File: config.mk
export PLATFORM = sky130hd
export DESIGN_NAME = timer_device
export DESIGN_NICKNAME = d
export VERILOG_FILES = /design/src/rtl/timer_device.sv
export SDC_FILE = /design/constraint.sdc
export NUM_CORES = 1
export LEC_CHECK = 0
export BUFFER_PORTS_ARGS = -buffer_cell sky130_fd_sc_hd__buf_2
export CAP_MARGIN = 20
export CORE_UTILIZATION = 35
export CTS_CLUSTER_DIAMETER = 80
export DETAILED_ROUTE_END_ITERATION = 10
export PLACE_DENSITY = 0.58
export SYNTH_ARGS = -nofsm -noshare
export SYNTH_HDL_FRONTEND = slang
export SYNTH_SLANG_ARGS = --single-unit
File: constraint.sdc
create_clock -name clk -period 4.7 [get_ports clk]
set_input_delay 0.47 -clock clk [delete_from_list [all_inputs] [get_ports clk]]
set_output_delay 0.47 -clock clk [all_outputs]
set_load 0.02 [all_outputs]
File: src/rtl/timer_device.sv
// Memory-mapped countdown timer with one-shot and auto-reload modes.
// The registers are CTRL (EN, MODE, IM), PRESET and a read-only COUNT.
// Reads are combinational. irq is a level in one-shot mode and a one-cycle
// pulse per period in auto-reload mode.
// COUNT_WIDTH must be between 1 and 32. Reads zero-extend to 32 bits.
module timer_device #(
   parameter int unsigned COUNT_WIDTH = 32
) (
   input  logic        clk,
   input  logic        reset,
   input  logic        we,
   input  logic [1:0]  addr,
   input  logic [31:0] din,
   output logic [31:0] dout,
   output logic        irq
);

   typedef enum logic [1:0] {StIdle, StLoad, StCnt, StInt} state_e;

   localparam logic [1:0] AddrCtrl   = 2'd0;
   localparam logic [1:0] AddrPreset = 2'd1;
   localparam logic [1:0] AddrCount  = 2'd2;

   localparam logic [COUNT_WIDTH-1:0] CountOne = COUNT_WIDTH'(1);

   state_e                 state_q, state_d;
   logic [3:0]             ctrl_q, ctrl_d;
   logic [COUNT_WIDTH-1:0] preset_q, preset_d;
   logic [COUNT_WIDTH-1:0] count_q, count_d;
   logic                   pend_q, pend_d;

   logic ctrl_we;
   logic preset_we;
   logic en_eff;
   logic mode_auto;
   logic en_clr;
   logic pend_set;

   // Store decode. A same-edge CTRL store overrides EN as seen by LOAD and CNT.
   always_comb begin
      ctrl_we   = we && (addr == AddrCtrl);
      preset_we = we && (addr == AddrPreset);
      en_eff    = ctrl_we ? din[0] : ctrl_q[0];
      // MODE values 2 and 3 behave as one-shot.
      mode_auto = (ctrl_q[2:1] == 2'b01);
   end

   // Next state, COUNT update, and the EN-clear and pend-set events.
   always_comb begin
      state_d  = state_q;
      count_d  = count_q;
      en_clr   = 1'b0;
      pend_set = 1'b0;
      case (state_q)
         StIdle: begin
            if (ctrl_q[0]) begin
               state_d = StLoad;
            end
         end
         StLoad: begin
            if (!en_eff) begin
               state_d = StIdle;
            end else begin
               count_d = preset_q;
               state_d = StCnt;
            end
         end
         StCnt: begin
            if (!en_eff) begin
               state_d = StIdle;
            end else if (count_q == '0) begin
               state_d  = StInt;
               pend_set = !mode_auto;
            end else begin
               count_d = count_q - CountOne;
            end
         end
         StInt: begin
            if (mode_auto) begin
               state_d = StLoad;
            end else begin
               en_clr  = 1'b1;
               state_d = StIdle;
            end
         end
         default: state_d = StIdle;
      endcase
   end

   // Register next values. A CPU store beats the hardware EN clear, and the pend clear beats the pend set.
   always_comb begin
      ctrl_d   = ctrl_q;
      preset_d = preset_q;
      pend_d   = pend_q;
      if (en_clr) begin
         ctrl_d[0] = 1'b0;
      end
      if (ctrl_we) begin
         ctrl_d = din[3:0];
      end
      if (preset_we) begin
         preset_d = din[COUNT_WIDTH-1:0];
      end
      if (pend_set) begin
         pend_d = 1'b1;
      end
      if (ctrl_we || preset_we) begin
         pend_d = 1'b0;
      end
   end

   // State and register update, with asynchronous reset.
   always_ff @(posedge clk or posedge reset) begin
      if (reset) begin
         state_q  <= StIdle;
         ctrl_q   <= '0;
         preset_q <= '0;
         count_q  <= '0;
         pend_q   <= 1'b0;
      end else begin
         state_q  <= state_d;
         ctrl_q   <= ctrl_d;
         preset_q <= preset_d;
         count_q  <= count_d;
         pend_q   <= pend_d;
      end
   end

   // Combinational read mux. Narrow registers are zero-extended.
   always_comb begin
      dout = '0;
      case (addr)
         AddrCtrl:   dout[3:0]             = ctrl_q;
         AddrPreset: dout[COUNT_WIDTH-1:0] = preset_q;
         AddrCount:  dout[COUNT_WIDTH-1:0] = count_q;
         default:    dout                  = '0;
      endcase
   end

   // Held level from pend, or a pulse for the duration of INT in auto-reload mode.
   always_comb begin
      irq = ctrl_q[3] & (pend_q | ((state_q == StInt) & mode_auto));
   end

endmodule

* Yosys cells after proc, flatten, opt, wreduce, memory -nomap -nowiden
Index checks and enable logic that the tools add are counted.
** Word-level totals
- Bits in registers :: 71
- Input port bits :: 37
** Cells by class
- Add/sub/neg operators :: 1
- Equality and inequality tests :: 11
- Mux-type cells :: 22
- Bitwise logic cells :: 3
- Reductions and logical operators :: 12
** Operator list (number)
- $mux W32 :: 3
- $pmux W32 S2 :: 1
- $pmux W28 S2 :: 1
- $logic_not A32 Y1 :: 1
- $sub A32 B1 Y32 const B :: 1
- $pmux W4 S3 :: 1
- $mux W1 :: 11
- $mux W2 :: 4
- $ne A2 B2 Y1 const B :: 4
- $pmux W2 S4 :: 1
- $eq A2 B1 Y1 const B :: 3
- $eq A2 B2 Y1 const B :: 3
- $reduce_bool A2 Y1 :: 3
- $logic_not A2 Y1 :: 2
- $reduce_and A4 Y1 :: 1
- $ne A3 B3 Y1 const B :: 1
- $and A1 B1 Y1 :: 2
- $logic_and A1 B1 Y1 :: 2
- $reduce_and A2 Y1 :: 1
- $logic_not A1 Y1 :: 1
- $logic_or A1 B1 Y1 :: 1
- $or A1 B1 Y1 :: 1

* Longest topological paths before layout
Gate-level depths: netlist (run 1).
- Depth in word-level cells :: 7
- Mapped depth :: 9
- Gate-level depth less buffers :: 8

* Least setup slack after synthesis (run 1)
No wires, ideal clock.
- Kind :: flip-flop to flip-flop
- Start :: register count_q[10]
- End :: register count_q[27]
- Arrival time :: 2.501 ns
- Required time :: 4.576 ns
- Path slack :: 2.075 ns
- Stages on the path, launching flop included :: 8
- Clock period less this slack :: 2.625 ns
- Path through :: dfrtp_1 or4_1 buf_2 or4_4 buf_6 or3_1 o211a_1 a211o_1
** Between the ends
- Cells in the longest elaborated chain, start to end :: 4
- Elaborated cells on any way between the ends :: 7
** RTL lines
- start: declaration :: line 29 : logic [COUNT_WIDTH-1:0] count_q, count_d;
- start signal: assignment :: line 124 : count_q <= count_d;
- $sub A32 B1 Y32 :: line 75 : count_d = count_q - CountOne;
- $mux W32 :: line 71 : end else if (count_q == '0) begin
- $mux W32 :: line 69 : if (!en_eff) begin
- $pmux W32 S2 :: line 54 : case (state_q)
Parallel ways exist; a longest one is shown, timed or not. The select of a mux whose other input is x is not followed.
A chain may end at the register's enable or synchronous reset.

* Final worst setup path (run 1)
Same ends and word-level chain as after synthesis.

==> metrics, run 1 <==
setup repair bufs after CTS 0; final instance count without filler cells 644; starting density of the core 36.17%; DRT antenna net count 0; Fin. Hold Viols 0; class of the most critical setup path reg -> reg; Worst Clk Skew 0.005730 ns; chip width 111.1 µm; maximum vdd drop 0.1739 mV; WL/cell 17.83 µm; CTS Hold Buffers Added 0; min Tclk post-route 3.123 ns; setup slack, reg-to-reg 1.58 ns; # diodes 0; CTS tree yes; Die Y 111.1 µm; Die ar. 12,340 µm²; Leakage 2.060 nW; Fill cells 1,168; Congestion Overflow GR 0; Post-DP HPWL 7667 µm; outcome complete, but fails checks; DP Worst Slack 1.651 ns; DRC violations left 6; clk buf depth 2; final layout net count 540; crit start category register; Vias 3,726; largest net degree at the start of global routing 59; register bit total from synthesis 71; Critical Path Sink Type register; relative slew slack 43.77%; YS warnings 0; Total Power 2.486 mW; syn_nets 487; layout cell share with drive strength beyond 1 26.95%; worst r2r path cells 5; sequential cell area fraction in the yosys report 42.66%; Final period util 66.46%; top cell type by total area after synthesis dfrtp_1; PD cells 508.0 nW/µm²; final core occ 42.50%; Top FF cell, synth dfrtp_1; EDFF count, synth 0; setup TNS 0 ns; Core Box Area 11,520 µm²; number of max-cap violations 0; crit-path max FO 15; Clock Tree Root clkbuf_16; RSZ-0062 raised after global routing false; placed cell area 4611 µm²; mean post-synth cell area 9.360 µm²; Yosys cell types 50; worst min path class in -> async; placement row count 39; number of buffers created by CTS 9; first-pass GRT wire length 19,440 µm; vias in the first global route 3,731; antenna violations before repair 0; cell area after layout 4895 µm²; FF-to-FF End count_q[27]; CP required 4.92 ns; ys async rst share 100.0%; initial drt markers 231; All-Layer GR Usage 19.84%; share of the synthesized area in the top cell type 42.66%; Worst-Margin Slew 0.8404 ns; Post-synth top cells dfrtp_1, o21ai_0, mux2_2, a22oi_1; final worst slack 1.577 ns; # IOs 70; clock sink count 71; Finish-stage setup viols 0; most common cell in the netlist dfrtp_1; failing checks design-rule violations; Resized cells post-CTS 0; area growth from synthesis to layout 17.51%; clk_lat worst skew 0.34 ns; R2R Path Start count_q[10]; Max Freq 320.2 MHz; H-tree depth 3; Slew Limit Fails 0; Vias/cell 5.786; drt total wl 11,490 µm; I/O Buffers 69; GP Congestion 0.8415; Post-Syn Area 4165 µm²; placed cells 630; drt pass-1 iters 9; critical path data arrival time 3.35 ns; Gate Count Post-Synth 445; Clock Pin Slew Worst Setup and Hold Paths 0.06 ns; final hold slack 0.2809 ns; synth top area cells dfrtp_1, mux2_2, a22oi_1
==> placed cells by master (no fill, tap or decap), types with 12 or more instances in the layout <==
cell type and instances:
dfrtp_1 71, buf_2 69, o21ai_0 39, mux2_2 35, a22oi_1 33, nand2_1 30
nor2b_1 29, nor2_1 22, a21oi_1 18, nor3_1 16, nor4_1 12
==> critical path, stage by stage (launching register included) <==
cell	delay (ns)
dfrtp_1	0.44
or4_1	0.68
nor4_1	0.53
and3_1	0.65
nor2_1	0.37
a211o_1	0.34
==> power breakdown <==
part / internal, mW / total [mW] / switching [mW]
clock: 0.409 / 0.664 / 0.255
combinational: 0.337 / 0.774 / 0.437
sequential: 0.805 / 1.05 / 0.244
==> metal layers <==
layer	track usage (%)	share of wire (%)	vias up
met5	0	0	-
met2	30.99	45	120
met3	2.952	5.3	16
met4	9.910	2.3	0
met1	26.85	47	1808
li1	-	-	1782
==> area by class of cell <==
type,count,area (µm²),area share [%]
Timing Repair Buffer,76,397.9,8.129
Sequential cell,71,1777,36.30
Tap cell,143,178.9,3.655
Clock buffer,14,284.0,5.803
Inverter,7,26.28,0.5368
Multi-Input combinational cell,333,2231,45.58
==> logic make-up (layout without fill, tap and decap cells) <==
logic type      after synthesis  in the layout  synth area share (%)
compound gates              143            143                 23.10
fa+ha+maj                     5              5                 1.502
buf+inv                      41             97                 3.905
flops                        71             71                 42.66
mux                          36             36                 9.703
simple gates                149            149                 19.14
==> worst max-delay path by stage <==
stage	from	end	slack, ns	depth (start not counted)
after global routing	count_q[10]	count_q[27]	1.37	5
after detailed placement	count_q[10]	count_q[27]	1.65	5
after global placement	count_q[10]	count_q[27]	1.73	5
after floorplan	count_q[10]	count_q[27]	2.08	7
after CTS	count_q[10]	count_q[27]	1.62	5
final	count_q[10]	count_q[27]	1.58	5
==> state kept, by name, summed over array words and instances (netlist names) <==
register	cells
count_q	32
pend_q	1
preset_q	32
ctrl_q	4
state_q	2
(Power assumes the default switching activity.)
==> inputs of run 2 (changes only) <==
PLACE_DENSITY = 0.6   (was 0.58)
clock period = 2.85 ns   (was 4.7 ns; I/O delays follow)
==> run 2 against run 1 <==
  * The flow still finishes with violations (design-rule violations)
  * Design area increased by 1.7%
  * Critical endpoint unchanged
  * Wire length increased by 0.77%
  * Fmax increased by 18%
  * Die area unchanged
  * Cell count increased by 1.6%
  * Setup slack got worse by 1.4 ns
  * Sequential power increased by 65%
  * Largest power group unchanged
  * Clock skew decreased by 0.0010 ns
  * Via count increased by 1.7%
==> metrics, run 2 (synthesis gave the netlist of run 1 again) <==
outcome complete, but fails checks; failing checks design-rule violations; Clock Pin Slew Worst Setup and Hold Paths 0.06 ns; critical path data arrival time 2.87 ns; Fin. Hold Viols 0; PD cells 820.4 nW/µm²; DRC violations left 10; Critical Path Sink Type register; Finish-stage setup viols 0; Vias 3,789; crit-path max FO 9; setup TNS 0 ns; H-tree depth 3; clk buf depth 2; Die Y 111.1 µm; CTS tree yes; area growth from synthesis to layout 19.47%; relative slew slack 37.19%; CTS Hold Buffers Added 0; most common cell after layout, fill and taps aside dfrtp_1; biggest regs count_q (32), preset_q (32), ctrl_q (4); Vias/cell 5.794; Die ar. 12,340 µm²; All-Layer GR Usage 19.55%; DRT antenna net count 0; buffer and inverter count on the worst path 0; most used cell, CP or3_1; placement row count 39; I/O Buffers 69; RSZ-0062 raised after global routing false; crit start category register; Sw Ratio 37.75%; vias in the first global route 3,762; Comb power frac 32.4%; crit-path max cell delay 0.64 ns; CP max stage cell or4_4; Leakage 2.110 nW; number of buffers created by CTS 9; class of the most critical setup path reg -> reg; CP required 3.06 ns; layout cell share with drive strength beyond 1 28.18%; Congestion Overflow GR 0; Clk pwr share 25.2%; commonest cells after routing, fill and taps aside dfrtp_1, buf_2, o21ai_0, mux2_2, a22oi_1; antenna violations before repair 0; Pint 2.541 mW; Core Box Area 11,520 µm²; min Tclk post-route 2.653 ns; Reg power frac 42.4%; Final period util 93.07%; Resized cells post-CTS 0; cell area after layout 4976 µm²; number of max-cap violations 0; clk_lat worst skew 0.33 ns; Clock Tree Root clkbuf_16; Slew Limit Fails 0; maximum vdd drop 0.3813 mV; drt pass-1 iters 8; worst min path class in -> async; WL/cell 17.70 µm; drt total wl 11,570 µm; initial drt markers 219; # IOs 70; largest net degree at the start of global routing 58; clock sink count 71; chip width 111.1 µm; final layout net count 550; Critical Path, Cell by Cell or3_1, or4_4, or3_1, o211a_1, a211o_1; Max Freq 377.0 MHz; GP Congestion 0.8238; Post-DP HPWL 7960 µm; NetSw 1.541 mW; setup repair bufs after CTS 0; first-pass GRT wire length 19,300 µm; # diodes 0; placed cell area 4711 µm²; starting density of the core 36.17%; Worst Clk Skew 0.004682 ns; Worst-Margin Slew 0.9387 ns; CP top delay family simple AND/OR/NAND/NOR gates
## run 2: per-stage QoR
stage / cells / total power [mW] / setup slack, ns / util (%) / hold slack (ns)
2_1_floorplan: 445 / 2.610 / 0.2252 / - / 0.4355
3_3_place_gp: 640 / 2.999 / 0.2853 / 40.91 / 0.4526
3_5_place_dp: 640 / 3.054 / 0.2248 / 40.91 / 0.4521
4_1_cts: 654 / 4.096 / 0.2080 / 43.21 / 0.09949
5_1_grt: 654 / 4.348 / 0.1174 / 43.21 / 0.1511
6_report: 654 / 4.082 / 0.1975 / 43.21 / 0.06531
## run 2: power groups by stage
| stage | Combinational [mW] | Clock [mW] | Sequential, mW |
|---|---|---|---|
| global placement | 1.29 | 0 | 1.71 |
| floorplan | 1.00 | 0 | 1.60 |
| global route | 1.47 | 1.09 | 1.79 |
| finish | 1.32 | 1.03 | 1.73 |
| CTS | 1.32 | 1.05 | 1.72 |
| detailed placement | 1.32 | 0 | 1.74 |
## run 2: routing by layer
layer,track usage [%],wire (µm)
met1,25.65,5167
met2,31.87,5606
met3,3.116,596
met4,8.559,202
met5,0,0
## run 2: final cells by class
| cell class | count | area [µm²] |
|---|---|---|
| Inverter | 7 | 26.28 |
| Sequential cell | 71 | 1777 |
| Multi-Input combinational cell | 333 | 2231 |
| Timing Repair Buffer | 86 | 498.0 |
| Clock inverter | 1 | 5.005 |
| Tap cell | 143 | 178.9 |
| Clock buffer | 13 | 260.3 |
| Fill cell | 1136 | 6540 |
## run 2: final timing paths
kind | slack, ns | cells after the start | endpoint | startpoint
setup / recovery | 0.20 | 5 | count_q[27] | count_q[4]
hold / removal | 0.07 | 2 | preset_q[13] | reset
setup reg to reg | 0.20 | 5 | count_q[27] | count_q[4]
hold reg to reg | 0.53 | 2 | state_q[0] | ctrl_q[0]
max in group asynchronous | 2.12 | 3 | count_q[29] | reset
min in group clk | 0.18 | 2 | preset_q[15] | din[15]
## run 2: worst register-to-register path, stage by stage, from the launching register on
cell and delay [ns]:
dfrtp_1 0.45, or3_1 0.52, or4_4 0.64, or3_1 0.47
o211a_1 0.24, a211o_1 0.22
==> inputs of run 3 (changes only) <==
ABC_CLOCK_PERIOD_IN_PS = 2850   (was not set)
CORE_UTILIZATION = 50   (was 35)
PLACE_DENSITY = 0.79   (was 0.6)
==> run 3 against run 2 <==
  * Via count rose by 0.21%
  * First-iteration DRC count grew 33%
  * The flow now finishes without violations
  * Critical path type unchanged
  * Critical endpoint unchanged
  * Clock power is 25% lower
  * Sequential power hardly changed
  * Combinational power barely moved
  * Highest routed layer unchanged
  * Clock-buffer cell count decreased by 2
==> metrics, run 3 (synthesis gave the netlist of run 1 again) <==
final core occ 61.15%; Max Freq 382.6 MHz; maximum vdd drop 0.3347 mV; FF-to-FF End count_q[27]; first-pass GRT wire length 18,130 µm; Die ar. 8699 µm²; setup TNS 0 ns; Finish-stage setup viols 0; CP required 3.09 ns; DP Worst Slack 0.2578 ns; most used cell, CP or3_1; Fin. Hold Viols 0; Final period util 91.70%; biggest regs count_q (32), preset_q (32), ctrl_q (4); Slew Limit Fails 0; clk_lat worst skew 0.35 ns; CP max stage cell or4_4; All-Layer GR Usage 26.54%; clock sink count 71; worst r2r path cells 5; Core Box Area 7888 µm²; relative slew slack 31.97%; final layout net count 548; cell area after layout 4823 µm²; placement row count 32; Vias/cell 6.204; crit-path max FO 9; Clock Tree Root clkbuf_8; Total Power 3.810 mW; Fill cells 678; Die Y 93.27 µm; chip width 93.27 µm; clk buf depth 2; most common cell after layout, fill and taps aside dfrtp_1; setup slack, reg-to-reg 0.24 ns; Clock Pin Slew Worst Setup and Hold Paths 0.07 ns; Vias 3,797; RSZ-0062 raised after global routing false; starting density of the core 52.81%; CTS Hold Buffers Added 0; outcome finished clean; Congestion Overflow GR 0; Leakage 2.058 nW; Setup crit start count_q[4]; antenna violations before repair 0; layout cell share with drive strength beyond 1 28.04%; drt total wl 10,690 µm; initial drt markers 291; Worst Clk Skew 0.005645 ns; placed cell area 4644 µm²; number of max-cap violations 0; Critical Path Sink Type register; class of the most critical setup path reg -> reg; Worst-Margin Slew 1.017 ns; min Tclk post-route 2.613 ns; setup repair bufs after CTS 0; vias in the first global route 3,749; worst min path class in -> async; # IOs 70; R2R Path Start count_q[4]; placed cells 597; final instance count without filler cells 612; drt pass-1 iters 5; commonest cells after routing, fill and taps aside dfrtp_1, buf_2, o21ai_0, mux2_2, a22oi_1; # diodes 0; DRT antenna net count 0; crit start category register; Critical Path, Cell by Cell or3_1, or4_4, or3_1, o211a_1, a211o_1; final worst slack 0.2366 ns; area growth from synthesis to layout 15.80%; PD cells 790.0 nW/µm²; crit-path max cell delay 0.64 ns; final hold slack 0.02455 ns; Post-DP HPWL 7335 µm; WL/cell 17.46 µm; Resized cells post-CTS 0; GP Congestion 0.8954; I/O Buffers 69; H-tree depth 3; largest net degree at the start of global routing 58; critical path data arrival time 2.86 ns; DRC violations left 0; number of buffers created by CTS 9; CTS tree yes
[run 3: cell types whose count changed in the layout (fill, tap and decap cells not counted)]
cell        previous run  this run
buf_4                 15        13
bufinv_16              0         1
clkbuf_16              9         0
clkbuf_8               2         9
clkinv_2               1         2
clkinvlp_4             0         1
[run 3: worst max-delay path: cells and delay by family (launching register included)]
kind | cells | cell delay [ns]
simple gates | 3 | 1.61
flops | 1 | 0.45
compound gates | 2 | 0.46
[run 3: layer usage]
metal / GRT usage, % / wire length [µm]
met5: 0 / 0
met4: 10.77 / 190
met3: 4.065 / 759
met2: 43.87 / 5135
met1: 34.88 / 4600
[run 3: worst max-delay path by stage]
| stage | to | slack (ns) |
|---|---|---|
| 4_1_cts | count_q[27] | 0.25 |
| 2_1_floorplan | count_q[27] | 0.23 |
| 6_report | count_q[27] | 0.24 |
| 3_5_place_dp | count_q[27] | 0.26 |
| 3_3_place_gp | count_q[27] | 0.30 |
| 5_1_grt | count_q[15] | 0.03 |
[run 3: final cells by class]
cell class | instances | area [µm²] | area share [%]
multi-input combinational | 333 | 2231 | 46.25
inverter | 7 | 26.28 | 0.5447
clock buffer | 11 | 131.4 | 2.724
sequential | 71 | 1777 | 36.84
clock inverter | 4 | 47.55 | 0.9857
timing repair buffer | 84 | 483.0 | 10.01
tap | 102 | 127.6 | 2.646
[run 3: power breakdown]
| part | switching (mW) | internal, mW | total [mW] |
|---|---|---|---|
| Sequential | 0.396 | 1.32 | 1.72 |
| Combinational | 0.728 | 0.588 | 1.32 |
| Clock | 0.377 | 0.397 | 0.775 |
